===== src/rtl/mips_mem_pkg.sv =====
// Shared definitions for the MIPS MEM stage: memory opcodes, access sizing,
// FSM encoding and the value returned by an aborted access.
package mips_mem_pkg;

    localparam logic [5:0] OP_LB  = 6'h20;
    localparam logic [5:0] OP_LH  = 6'h21;
    localparam logic [5:0] OP_LW  = 6'h23;
    localparam logic [5:0] OP_LBU = 6'h24;
    localparam logic [5:0] OP_LHU = 6'h25;
    localparam logic [5:0] OP_SB  = 6'h28;
    localparam logic [5:0] OP_SH  = 6'h29;
    localparam logic [5:0] OP_SW  = 6'h2B;

    localparam logic [31:0] DEADBEEF_DATA = 32'hDEADBEEF;

    typedef enum logic [1:0] {
        ST_IDLE = 2'd0,
        ST_WAIT = 2'd1,
        ST_DONE = 2'd2
    } mem_state_t;

    typedef enum logic [1:0] {
        SZ_BYTE = 2'd0,
        SZ_HALF = 2'd1,
        SZ_WORD = 2'd2
    } acc_size_t;

    // Unknown opcodes that still touch memory are treated as word accesses.
    function automatic acc_size_t access_size(input logic [5:0] opcode);
        case (opcode)
            OP_LB, OP_LBU, OP_SB: access_size = SZ_BYTE;
            OP_LH, OP_LHU, OP_SH: access_size = SZ_HALF;
            OP_LW, OP_SW:         access_size = SZ_WORD;
            default:              access_size = SZ_WORD;
        endcase
    endfunction

endpackage


===== src/rtl/mem_load_align.sv =====
// Big-endian load alignment: picks the addressed byte/half out of a memory
// word and sign- or zero-extends it according to the load opcode.
module mem_load_align
    import mips_mem_pkg::*;
(
    input  logic [31:0] rdata,
    input  logic [1:0]  addr,
    input  logic [5:0]  opcode,
    output logic [31:0] ld_value
);

    logic [7:0]  byte_sel;
    logic [15:0] half_sel;

    always_comb begin
        // Byte offset 0 is the most significant lane.
        case (addr)
            2'd0:    byte_sel = rdata[31:24];
            2'd1:    byte_sel = rdata[23:16];
            2'd2:    byte_sel = rdata[15:8];
            default: byte_sel = rdata[7:0];
        endcase
        half_sel = addr[1] ? rdata[15:0] : rdata[31:16];

        case (opcode)
            OP_LB:   ld_value = {{24{byte_sel[7]}}, byte_sel};
            OP_LBU:  ld_value = {24'h000000, byte_sel};
            OP_LH:   ld_value = {{16{half_sel[15]}}, half_sel};
            OP_LHU:  ld_value = {16'h0000, half_sel};
            default: ld_value = rdata;
        endcase
    end

endmodule


===== src/rtl/mem_stage.sv =====
// MIPS MEM stage: data-memory req/ack access, upstream FREEZE, MEM/WB register
// and MEM forwarding. Define MEM_TIMEOUT_EN to add the WAIT-state watchdog.
module mem_stage
    import mips_mem_pkg::*;
#(
    parameter int ADDR_W         = 32,
    parameter int TIMEOUT_CYCLES = 255
) (
    input  logic              CLK,
    input  logic              RESET,
    input  logic [31:0]       Instr1_PR,
    input  logic [31:0]       aluResult1_PR,
    input  logic [31:0]       readDataB1_PR,
    input  logic [4:0]        writeRegister1_PR,
    input  logic              MemRead1_PR,
    input  logic              MemWrite1_PR,
    input  logic              MemtoReg1_PR,
    input  logic              do_writeback1_PR,
    output logic              dmem_req,
    output logic              dmem_we,
    output logic [ADDR_W-1:0] dmem_addr,
    output logic [3:0]        dmem_be,
    output logic [31:0]       dmem_wdata,
    input  logic              dmem_ack,
    input  logic [31:0]       dmem_rdata,
    output logic              FREEZE,
    output logic [31:0]       Data1_MEM,
    output logic [4:0]        writeRegister1_MEM,
    output logic              do_writeback1_MEM,
    output logic [31:0]       Data1_WB,
    output logic [4:0]        writeRegister1_WB,
    output logic              do_writeback1_WB,
    output logic              misalign_err
);

    mem_state_t  state_q, state_d;
    logic [31:0] ld_data_q, ld_data_d;
    logic [31:0] data1_wb_q, data1_wb_d;
    logic [4:0]  wreg_wb_q, wreg_wb_d;
    logic        dowb_wb_q, dowb_wb_d;

    logic [5:0]  opcode;
    acc_size_t   acc_size;
    logic [1:0]  boff;
    logic        aligned, mem_access, mem_op, misalign;
    logic        freeze_c, req_c;
    logic        timeout_hit, abort_done;
    logic [31:0] ld_aligned;
    logic        unused_bits;

    assign opcode      = Instr1_PR[31:26];
    assign acc_size    = access_size(opcode);
    assign boff        = aluResult1_PR[1:0];
    assign unused_bits = ^Instr1_PR[25:0];

    always_comb begin
        case (acc_size)
            SZ_HALF: aligned = ~boff[0];
            SZ_WORD: aligned = (boff == 2'b00);
            default: aligned = 1'b1;
        endcase
    end

    assign mem_access = MemRead1_PR | MemWrite1_PR;
    assign mem_op     = mem_access & aligned;
    assign misalign   = mem_access & ~aligned;

    // Request fields come straight from EXE/MEM, which FREEZE holds steady in WAIT.
    assign dmem_we   = MemWrite1_PR;
    assign dmem_addr = {aluResult1_PR[ADDR_W-1:2], 2'b00};

    always_comb begin
        dmem_be    = 4'b1111;
        dmem_wdata = readDataB1_PR;
        case (acc_size)
            SZ_BYTE: begin
                dmem_be    = 4'b1000 >> boff;
                dmem_wdata = {4{readDataB1_PR[7:0]}};
            end
            SZ_HALF: begin
                dmem_be    = boff[1] ? 4'b0011 : 4'b1100;
                dmem_wdata = {2{readDataB1_PR[15:0]}};
            end
            default: ;
        endcase
    end

    mem_load_align u_load_align (
        .rdata    (dmem_rdata),
        .addr     (boff),
        .opcode   (opcode),
        .ld_value (ld_aligned)
    );

`ifdef MEM_TIMEOUT_EN
    localparam int CNT_W = $clog2(TIMEOUT_CYCLES + 1);

    logic [CNT_W-1:0] to_cnt_q, to_cnt_d;
    logic             aborted_q, aborted_d;

    assign timeout_hit = (state_q == ST_WAIT) && !dmem_ack &&
                         (to_cnt_q == CNT_W'(TIMEOUT_CYCLES - 1));
    assign aborted_d   = timeout_hit;
    assign abort_done  = aborted_q && (state_q == ST_DONE);

    always_comb begin
        to_cnt_d = '0;
        if (state_q == ST_WAIT && !dmem_ack)
            to_cnt_d = to_cnt_q + 1'b1;
    end

    always_ff @(posedge CLK or negedge RESET) begin
        if (!RESET) begin
            to_cnt_q  <= '0;
            aborted_q <= 1'b0;
        end else begin
            to_cnt_q  <= to_cnt_d;
            aborted_q <= aborted_d;
        end
    end
`else
    logic unused_cfg;
    assign unused_cfg  = (TIMEOUT_CYCLES != 0);
    assign timeout_hit = 1'b0;
    assign abort_done  = 1'b0;
`endif

    always_comb begin
        state_d   = state_q;
        ld_data_d = ld_data_q;
        req_c     = 1'b0;
        case (state_q)
            ST_IDLE: begin
                if (mem_op) begin
                    req_c = 1'b1;
                    if (dmem_ack) begin
                        ld_data_d = ld_aligned;
                        state_d   = ST_DONE;
                    end else begin
                        state_d   = ST_WAIT;
                    end
                end
            end
            ST_WAIT: begin
                req_c = 1'b1;
                if (dmem_ack) begin
                    ld_data_d = ld_aligned;
                    state_d   = ST_DONE;
                end else if (timeout_hit) begin
                    state_d   = ST_DONE;
                end
            end
            ST_DONE: state_d = ST_IDLE;
            default: state_d = ST_IDLE;
        endcase
    end

    // Gating with RESET drops req/freeze the moment reset is asserted.
    assign freeze_c     = mem_op & (state_q != ST_DONE);
    assign FREEZE       = freeze_c & RESET;
    assign dmem_req     = req_c & RESET;
    assign misalign_err = (misalign | abort_done) & RESET;

    assign Data1_MEM          = aluResult1_PR;
    assign writeRegister1_MEM = writeRegister1_PR;
    assign do_writeback1_MEM  = do_writeback1_PR & ~MemRead1_PR;

    // A frozen cycle hands WB a bubble; the real result goes in on the DONE edge.
    always_comb begin
        data1_wb_d = MemtoReg1_PR ? ld_data_q : aluResult1_PR;
        wreg_wb_d  = writeRegister1_PR;
        dowb_wb_d  = do_writeback1_PR & ~MemWrite1_PR;
        if (freeze_c || misalign) begin
            data1_wb_d = 32'h0;
            dowb_wb_d  = 1'b0;
        end else if (abort_done) begin
            data1_wb_d = DEADBEEF_DATA;
            dowb_wb_d  = 1'b0;
        end
    end

    always_ff @(posedge CLK or negedge RESET) begin
        if (!RESET) begin
            state_q    <= ST_IDLE;
            ld_data_q  <= 32'h0;
            data1_wb_q <= 32'h0;
            wreg_wb_q  <= 5'd0;
            dowb_wb_q  <= 1'b0;
        end else begin
            state_q    <= state_d;
            ld_data_q  <= ld_data_d;
            data1_wb_q <= data1_wb_d;
            wreg_wb_q  <= wreg_wb_d;
            dowb_wb_q  <= dowb_wb_d;
        end
    end

    assign Data1_WB          = data1_wb_q;
    assign writeRegister1_WB = wreg_wb_q;
    assign do_writeback1_WB  = dowb_wb_q;

endmodule


===== config.mk =====
export PLATFORM = sky130hd
export DESIGN_NAME = mem_stage
export DESIGN_NICKNAME = d
export VERILOG_FILES = /design/src/rtl/mips_mem_pkg.sv /design/src/rtl/mem_load_align.sv /design/src/rtl/mem_stage.sv
export SDC_FILE = /design/constraint.sdc
export NUM_CORES = 1
export LEC_CHECK = 0
export ABC_AREA = 1
export CAP_MARGIN = 15
export CORE_MARGIN = 2
export CORE_UTILIZATION = 38
export CTS_CLUSTER_DIAMETER = 60
export CTS_CLUSTER_SIZE = 40
export DETAILED_ROUTE_END_ITERATION = 12
export PLACE_DENSITY = 0.78
export SETUP_SLACK_MARGIN = 0.2
export SYNTH_ARGS = -nofsm -noshare
export SYNTH_HDL_FRONTEND = slang
export SYNTH_SLANG_ARGS = --single-unit

===== constraint.sdc =====
create_clock -name CLK -period 1.93 [get_ports CLK]
set_clock_uncertainty 0.15 [all_clocks]
set_input_delay 0.386 -clock CLK [delete_from_list [all_inputs] [get_ports CLK]]
set_output_delay 0.386 -clock CLK [all_outputs]
set_load 0.03 [all_outputs]

Yosys cells after proc, flatten, opt, wreduce, memory -nomap -nowiden
Index checks and enable logic that the tools add are counted.
W data, S select, Z words.
{ "totals": {"wordCells": 62, "romBits": 0, "ff_bits": 72, "latchBits": 0, "ramBits": 0, "mem_count": 0} }
{ "classes": {"eq_ne": 14, "shifts": 1, "n_mux": 20, "add_sub_neg": 0, "order_cmp": 0, "bitwise_logic": 13, "multipliers": 0, "div_mod_pow": 0, "reduce_logical": 9} }
{ "op_table": {"columns": ["operator", "n"], "rows": [
  ["$mux W32", 4],
  ["$pmux W32 S2", 2],
  ["$pmux W32 S4", 1],
  ["$eq A6 B6 Y1 const B", 6],
  ["$pmux W8 S3", 1],
  ["$mux W16", 1],
  ["$and A1 B1 Y1", 8],
  ["$pmux W2 S2", 2],
  ["$pmux W4 S2", 1],
  ["$eq A2 B1 Y1 const B", 3],
  ["$logic_not A2 Y1", 3],
  ["$mux W2", 3],
  ["$ne A2 B2 Y1 const B", 3],
  ["$reduce_or A3 Y1", 2],
  ["$eq A2 B2 Y1 const B", 2],
  ["$mux W4", 1],
  ["$not A1 Y1", 4],
  ["$pmux W1 S2", 2],
  ["$reduce_and A2 Y1", 2],
  ["$shr A4 B2 Y4 const A", 1],
  ["$mux W1", 2],
  ["$reduce_bool A2 Y1", 1],
  ["$logic_or A1 B1 Y1", 1],
  ["$or A1 B1 Y1", 1]
]} }

Longest topological paths before layout
Gate-level depths: netlist of the first run.
{ "depth": {"word_depth": 9, "depth_mapped": 10, "depth_no_buf": 9} }

By module
Synthesis of the first run repeated with hierarchy kept, for this count alone.
{ "hier_totals": {"hier_cells": 699, "hier_area_um2": 5003.5} }
{ "by_module_without_submodules": {"columns": ["module", "area_per_inst_um2", "seq_area_each_um2", "cells_per_inst", "instances"], "rows": [
  ["mem_stage", 4003.8, 1801.7, 491, 1],
  ["mem_load_align", 999.7, 0.0, 208, 1]
]} }

Worst setup path before layout of the first run
OpenSTA, ideal clock, no wires.
{ "synth_timing": {"path_type": "input to output", "startpoint": "input port Instr1_PR[30]", "endpoint": "output port dmem_wdata[15]", "stages": 6, "slack_ns": -0.348, "t_required_ns": 1.394, "arrival_ns": 1.742, "cell_sequence": "inv_1 -> nand2_1 -> nor2_1 -> nand2_1 -> clkinv_1 -> o21ai_0"} }
{ "synth_between": {"elab_chain_len": 5, "elab_cells_between_ends": 12, "classes_between": "eq/ne: 7; mux: 2; reduce/logical: 3"} }
{ "synth_lines": {"columns": ["item", "line_no", "text"], "rows": [
  ["start: declaration", "mem_stage.sv:11", "input logic [31:0] Instr1_PR,"],
  ["$eq A6 B6 Y1", "mips_mem_pkg.sv:30", "case (opcode)"],
  ["$reduce_or A3 Y1", "mips_mem_pkg.sv:30", null],
  ["$pmux W2 S2 (*)", "mips_mem_pkg.sv:30", null],
  ["$eq A2 B1 Y1 / $logic_not A2 Y1 (equally long branches)", "mem_stage.sv:75", "case (acc_size)"],
  ["$pmux W32 S2 (*)", "mem_stage.sv:75", null],
  ["end: declaration", "mem_stage.sv:23", "output logic [31:0] dmem_wdata,"]
]} }
Mark *: on every way between the ends. The rest lies on a longest branch, timed or not.

Worst setup path in the final report of the first run
{ "layout_timing": {"startpoint": "input port Instr1_PR[30]", "endpoint": "register ld_data_q[27]"} }
{ "layout_between": {"elab_chain_len": 8, "elab_cells_between_ends": 19, "classes_between": "eq/ne: 9; mux: 6; bitwise: 1; reduce/logical: 3"} }
{ "layout_lines": {"columns": ["item", "line_no", "text"], "rows": [
  ["$eq A6 B6 Y1, on equally long branches", "mips_mem_pkg.sv:30, mem_load_align.sv:25", null],
  ["$reduce_or A3 Y1", "mips_mem_pkg.sv:30", null],
  ["$pmux W2 S2", "mips_mem_pkg.sv:30", null],
  ["$eq A2 B2 Y1 / $eq A2 B1 Y1 (equally long branches)", "mem_stage.sv:57", "case (acc_size)"],
  ["$pmux W1 S2", "mem_stage.sv:57", null],
  ["$and A1 B1 Y1", "mem_stage.sv:65", "assign mem_op = mem_access & aligned;"],
  ["$ne A2 B2 Y1 (no source line)", null, null],
  ["$reduce_and A2 Y1 (no source line)", null, null],
  ["end signal: assignment", "mem_stage.sv:191", "ld_data_q <= ld_data_d;"],
  ["end: declaration", "mem_stage.sv:37", "logic [31:0] ld_data_q, ld_data_d;"]
]} }
Parallel ways exist; a longest one is shown, timed or not. The select of a mux whose other input is x is not followed.
A chain may end at the register's enable or synchronous reset.

==> results of run 1 <==
[metrics by stage]
stage          hold slack [ps]    util  TNS [ps]  cell area, sq um  setup WS, ps
2_1_floorplan           -59.59       -         0              4861         11.65
3_3_place_gp             300.2  0.6035    -40030              7279        -551.8
3_5_place_dp             304.1  0.6035    -42530              7279        -576.7
4_1_cts                  284.8  0.6727     -2779              8114        -169.6
5_1_grt                  320.3  0.7284     -9202              8786        -251.0
6_report                 284.6  0.7284     -5677              8786        -196.6
[report_power, final]
group	switching (mW)	total, mW	internal, mW
Sequential	0.161	1.96	1.80
Combinational	1.29	2.27	0.988
Clock	0.657	1.79	1.13
Total	2.10	6.03	3.92
[worst reg2reg max path, cell delays in order (launching register included)]
cell and delay [ps]:
dfrtp_1 390, nor2_1 130, nand3_2 90, nand2_2 100, buf_6 100, buf_4 80
buf_4 90, buf_6 120, nand2_8 90, buf_16 180, nand2_1 80, nand2_1 70
[layer usage]
metal  global-route usage  wire, um
met3              0.05957      1577
met1               0.2749      6546
met4               0.1100       971
met5                    0         0
met2               0.4541      9715
[layout make-up]
| class | instances | area (sq um) | share of cell area |
|---|---|---|---|
| Multi-Input combinational cell | 454 | 2740 | 0.3119 |
| Tap cell | 168 | 210.2 | 0.02392 |
| Inverter | 40 | 177.7 | 0.02022 |
| Clock inverter | 7 | 95.09 | 0.01082 |
| Timing Repair Buffer | 360 | 3536 | 0.4024 |
| Clock buffer | 9 | 225.2 | 0.02563 |
| Sequential cell | 72 | 1802 | 0.2051 |
[what timing repair did]
item | CTS | global route
setup buffers | 23 | 6
endpoints found under the hold margin | 72 | 0
hold buffers | 1 | 0
gates resized for setup | 131 | 139
pin swaps | 29 | 33
gates cloned | 6 | 3
setup endpoints to repair | 137 | 71
[kinds of logic (layout without fill, tap and decap cells)]
group,count (synthesis),count (layout),share of synthesized area
buf+inv,153,416,0.1909
compound gates,56,56,0.06523
simple gates,396,396,0.3597
flops,72,72,0.3834
other cells,1,2,0.0007980
[final timing paths]
kind,startpoint,end,depth (start not counted)
max in group asynchronous,RESET,ld_data_q[4]$_DFFE_PN0P_,3
min,MemWrite1_PR,do_writeback1_WB$_DFF_PN0_,3
max,Instr1_PR[30],ld_data_q[27]$_DFFE_PN0P_,17
max reg2reg,state_q[0]$_DFFE_PN0P_,ld_data_q[19]$_DFFE_PN0P_,11
min reg2reg,ld_data_q[5]$_DFFE_PN0P_,ld_data_q[5]$_DFFE_PN0P_,2
min in group asynchronous,RESET,Data1_WB[25]$_DFF_PN0_,3
[registers in the layout, summed over array words and instances (netlist names)]
name and count:
Data1_WB 32, ld_data_q 32, writeRegister1_WB 5, state_q 2, do_writeback1_WB 1
[synthesized netlist by cell type, types with 2 or more instances]
cell type	n
nand2_1	253
clkbuf_1	13
nor2_2	4
nand4_1	15
buf_4	80
buf_2	18
nor2_1	19
o21ai_0	12
inv_1	38
dfrtp_1	72
or2_2	15
nand3_1	87
buf_1	2
clkinv_1	2
a21oi_1	33
o211ai_1	9
==> key figures, run 1 <==
Placement
  • Post-detail-place hpwl: 12.00 mm
  • Dpl cells: 1055
  • GP Congestion: 0.8931
  • I/O Buffers: 259

Yosys
  • Post-synth EDFFs: 0
  • Avg Inst Size Synth: 6.931 sq um
  • Synth area leaders: dfrtp_1 (38%), nand2_1 (20%), buf_4 (13%), nand3_1 (9.3%), a21oi_1 (3.5%)
  • Post-Syn Instances: 678
  • Post-synthesis sequential area ratio: 0.3834
  • Yosys reg bits: 72
  • Area share of the largest cell type after synthesis: 0.3834
  • Main synth FF type: dfrtp_1
  • Yosys cell types: 22
  • Cell taking the most area after synthesis: dfrtp_1
  • Synthesis Warnings: 0
  • Synthesized cell area: 0.004700 sq mm
  • Async SR Flop Fraction: 1.000

Setup path
  • Type of origin of the critical path: input pin
  • CP max FO: 7
  • Most used cell, CP: buf_4
  • Bufs and invs on worst path: 11
  • R2R setup slack: 130 ps
  • Worst path required time: 2000 ps
  • Data arrival, critical path: 2200 ps
  • CP endpoint kind: flip-flop
  • Largest delay share family, worst path: buffers and inverters
  • Crit path kind: input pin to flip-flop
  • Worst-path cell chain: buf_6 > buf_8 > buf_4 > nor2_4 > buf_6 > buf_4 > buf_4 > buf_4 > buf_4 > buf_6 > nand3_4 > buf_12 > buf_16 > nand2_4 > nand3_2 > nand3_2 > nand2_1
  • Slowest cell delay on critical path: 180 ps
  • CP max stage cell: buf_12

Timing
  • RSZ-0062 raised after global routing: true
  • Final worst-path cycle share: 1.102
  • Final Setup Violations: 63
  • Final number of max-transition violations: 0
  • Min cycle time layout: 2127 ps
  • Worst setup margin: -196.6 ps
  • Final hold vios: 0
  • F_max: 470.2 MHz

GRT
  • Total track usage: 0.2492
  • Initial antenna violation count: 0
  • Grt total ovfl: 0
  • Vias in the first global route: 5239
  • Pin count of the biggest net entering global routing: 73
  • First-pass GRT wire length: 25.84 mm

Clock tree
  • CTS Buf Count: 9
  • Clock net sink count: 72
  • Root buf cell: clkbuf_16
  • CTS tree: built
  • H-Tree Depth: 3
  • Clk buf depth: 2
  • Clk Latency, worst-skew pair: 340 ps
  • Worst-path clk slew: 60 ps

Finish
  • Area grow syn2layout: 86.95%
  • Nets: 1077
  • Proportion of layout cells with a drive suffix above 1: 0.4268
  • N_diodes: 0
  • Fillcell total: 876
  • Commonest cells after routing, fill and taps aside: nand2_1 (199), buf_4 (145), clkdlybuf4s50_1 (102)
  • Post-Layout Cell Count: 1110
  • Most common cell after layout, fill and taps aside: nand2_1

Floorplan
  • Starting Density: 0.3896
  • Die width: 115.2 um
  • Full die area: 0.01327 sq mm
  • Rows: 40
  • IO Count: 288
  • Die Height: 115.2 um
  • CORE AREA: 0.01206 sq mm

Min path
  • Min-Delay Path Class: input pin to flip-flop

Drt
  • Avg WL per Cell: 16.95 um
  • WL final: 18.81 mm
  • Antenna violation net count after detailed routing: 0
  • Drt pass-1 iters: 5
  • Vias per cell: 5.093
  • # DRC: 0
  • Via count: 5653
  • DRT iter0 DRCs: 499

Power
  • Worst vdd ir: 0.0004147 V
  • Final Total Pwr: 6.027 mW
  • Pwr per Cell Area: 686.0 mW/mm^2
  • Lkg Pwr: 4.462 nW

Flow run
  • Maximum capacitance violations: 0

Outcome
  • Outcome: complete, but fails checks
  • Violated checks: setup timing
(Power assumes the default switching activity.)
==> run 2, diff against run 1 <==
--- a/config.mk
+++ b/config.mk
@@ -14,6 +14,7 @@
 export DETAILED_ROUTE_END_ITERATION = 12
 export PLACE_DENSITY = 0.78
 export SETUP_SLACK_MARGIN = 0.2
+export SKIP_LAST_GASP = 1
 export SYNTH_ARGS = -nofsm -noshare
 export SYNTH_HDL_FRONTEND = slang
 export SYNTH_SLANG_ARGS = --single-unit
==> run 2 against run 1 <==
Effect of this change: the flow still finishes with violations (setup timing); fmax down 1.5%; count of clock-buffer cells in the layout unchanged; sequential power hardly changed; first-iteration DRC count is 10% lower; worst setup slack got worse by 32 ps.
==> key figures, run 2 (synthesized netlist as in run 1, its figures left out) <==
Setup path
  • Most used cell, CP: buf_4
  • Data arrival, critical path: 2270 ps
  • Slowest cell delay on critical path: 200 ps
  • CP max FO: 8
  • Worst-path cell chain: buf_6 > buf_8 > buf_4 > nor2_4 > buf_6 > buf_4 > buf_4 > buf_4 > buf_4 > buf_6 > nand3_4 > buf_8 > o21bai_1 > nand2_1 > nand2_1 > nand3_2 > nand2_1
  • Bufs and invs on worst path: 10
  • Largest delay share family, worst path: buffers and inverters
  • Reg2reg start: state_q[0]$_DFFE_PN0P_
  • Worst path required time: 2050 ps
  • Type of origin of the critical path: input pin
  • CP endpoint kind: flip-flop
  • Crit path kind: input pin to flip-flop
  • Setup crit start: Instr1_PR[30]
  • CP max stage cell: buf_8

Clock tree
  • CTS Buf Count: 9
  • Clk Latency, worst-skew pair: 340 ps
  • CTS tree: built
  • Clk buf depth: 2
  • H-Tree Depth: 3
  • Worst-path clk slew: 60 ps
  • Clock net sink count: 72
  • Root buf cell: clkbuf_16

Timing
  • RSZ-0062 raised after global routing: true
  • Min cycle time layout: 2159 ps
  • Final worst-path cycle share: 1.118
  • Final number of max-transition violations: 0
  • Hold slack: 285.0 ps
  • F_max: 463.2 MHz
  • Final Setup Violations: 63
  • Final hold vios: 0
  • Worst setup margin: -228.7 ps

Placement
  • I/O Buffers: 259
  • Post-detail-place hpwl: 12.00 mm
  • Dpl cells: 1055
  • GP Congestion: 0.8931
  • Pre-CTS setup slack: -576.7 ps

GRT
  • Vias in the first global route: 5239
  • Pin count of the biggest net entering global routing: 73
  • First-pass GRT wire length: 25.84 mm
  • Total track usage: 0.2492
  • Initial antenna violation count: 0
  • Grt total ovfl: 0

Drt
  • WL final: 18.60 mm
  • Avg WL per Cell: 16.76 um
  • DRT iter0 DRCs: 447
  • Drt pass-1 iters: 7
  • Antenna violation net count after detailed routing: 0
  • WL met1: 6.375 mm
  • # DRC: 0
  • DR top layer: met4
  • Met3 wire length: 1.611 mm
  • Vias per cell: 5.093
  • Via count: 5653
  • Routed wl met2: 9.729 mm

Floorplan
  • IO Count: 288
  • Rows: 40
  • Starting Density: 0.3896
  • CORE AREA: 0.01206 sq mm
  • Full die area: 0.01327 sq mm
  • Die Height: 115.2 um
  • Die width: 115.2 um

Min path
  • Hold wc startpoint: MemWrite1_PR
  • Min-Delay Path Class: input pin to flip-flop

Power
  • Internal power: 3.910 mW
  • Psw: 2.088 mW
  • Pwr per Cell Area: 687.2 mW/mm^2
  • Worst vdd ir: 0.0004173 V
  • Gate power share: 0.374
  • Sequential group share of total power: 0.327
  • Clock share of power: 0.300
  • Lkg Pwr: 4.459 nW
  • Sw Ratio: 0.3481

Outcome
  • Outcome: complete, but fails checks
  • Violated checks: setup timing

Flow run
  • Maximum capacitance violations: 0

Finish
  • Most common cell after layout, fill and taps aside: nand2_1
  • Commonest cells after routing, fill and taps aside: nand2_1 (201), buf_4 (147), clkdlybuf4s50_1 (102)
  • Nets: 1077
  • Proportion of layout cells with a drive suffix above 1: 0.4087
  • Fillcell total: 878
  • Fin util: 0.7235
  • Area grow syn2layout: 85.70%
  • N_diodes: 0
  • Post-Layout Cell Count: 1110
run 2: worst paths after layout:
| kind | to | slack [ps] | depth (start not counted) |
|---|---|---|---|
| max in group asynchronous | ld_data_q[4]$_DFFE_PN0P_ | 790 | 3 |
| worst max register to register | ld_data_q[19]$_DFFE_PN0P_ | 140 | 11 |
| worst max-delay path | ld_data_q[7]$_DFFE_PN0P_ | -230 | 17 |
| min in group asynchronous | Data1_WB[25]$_DFF_PN0_ | 540 | 3 |
| worst min-delay path | do_writeback1_WB$_DFF_PN0_ | 280 | 3 |
| worst min register to register | ld_data_q[5]$_DFFE_PN0P_ | 320 | 2 |
run 2: metal layers:
metal	track usage	vias to the layer above
met5	0	-
met4	0.1100	0
met3	0.05957	65
met2	0.4541	356
met1	0.2749	2602
li1	-	2630
run 2: power by group through the flow:
stage,sequential [mW],combinational [mW],clock [mW]
5_1_grt,1.99,2.40,1.89
3_5_place_dp,1.96,1.93,0
4_1_cts,1.93,2.03,1.81
6_report,1.96,2.24,1.80
3_3_place_gp,1.95,1.92,0
2_1_floorplan,2.09,0.980,0
run 2: repair_timing:
item / CTS / global route
hold endpoints to repair: 72 / 0
hold buffers: 1 / 0
cloned: 6 / 3
buffers inserted: 23 / 6
gates resized for setup: 130 / 122
pin swaps: 25 / 36
endpoints found under the setup margin: 137 / 71
run 2: area by class of cell:
type | count | area, sq um | share of cell area
Clock buffer | 9 | 225.2 | 0.02581
Timing Repair Buffer | 360 | 3528 | 0.4043
Clock inverter | 7 | 95.09 | 0.01090
Sequential cell | 72 | 1802 | 0.2065
Multi-Input combinational cell | 454 | 2689 | 0.3081
Tap cell | 168 | 210.2 | 0.02409
Inverter | 40 | 177.7 | 0.02036
run 2: per-stage QoR:
stage | setup TNS (ps) | area (sq um) | power, mW
floorplan | 0 | 4861 | 3.071
global placement | -40030 | 7279 | 3.868
detailed placement | -42530 | 7279 | 3.892
CTS | -2822 | 8114 | 5.773
global route | -9239 | 8727 | 6.274
finish | -5709 | 8727 | 5.998
run 2: worst register-to-register path, stage by stage (launching register included):
cell and delay, ps:
dfrtp_1 390, nor2_1 130, nand3_2 90, nand2_2 100, buf_6 100, buf_4 80, buf_4 90, buf_6 120
nand2_8 90, buf_16 170, nand2_1 70, nand2_1 70
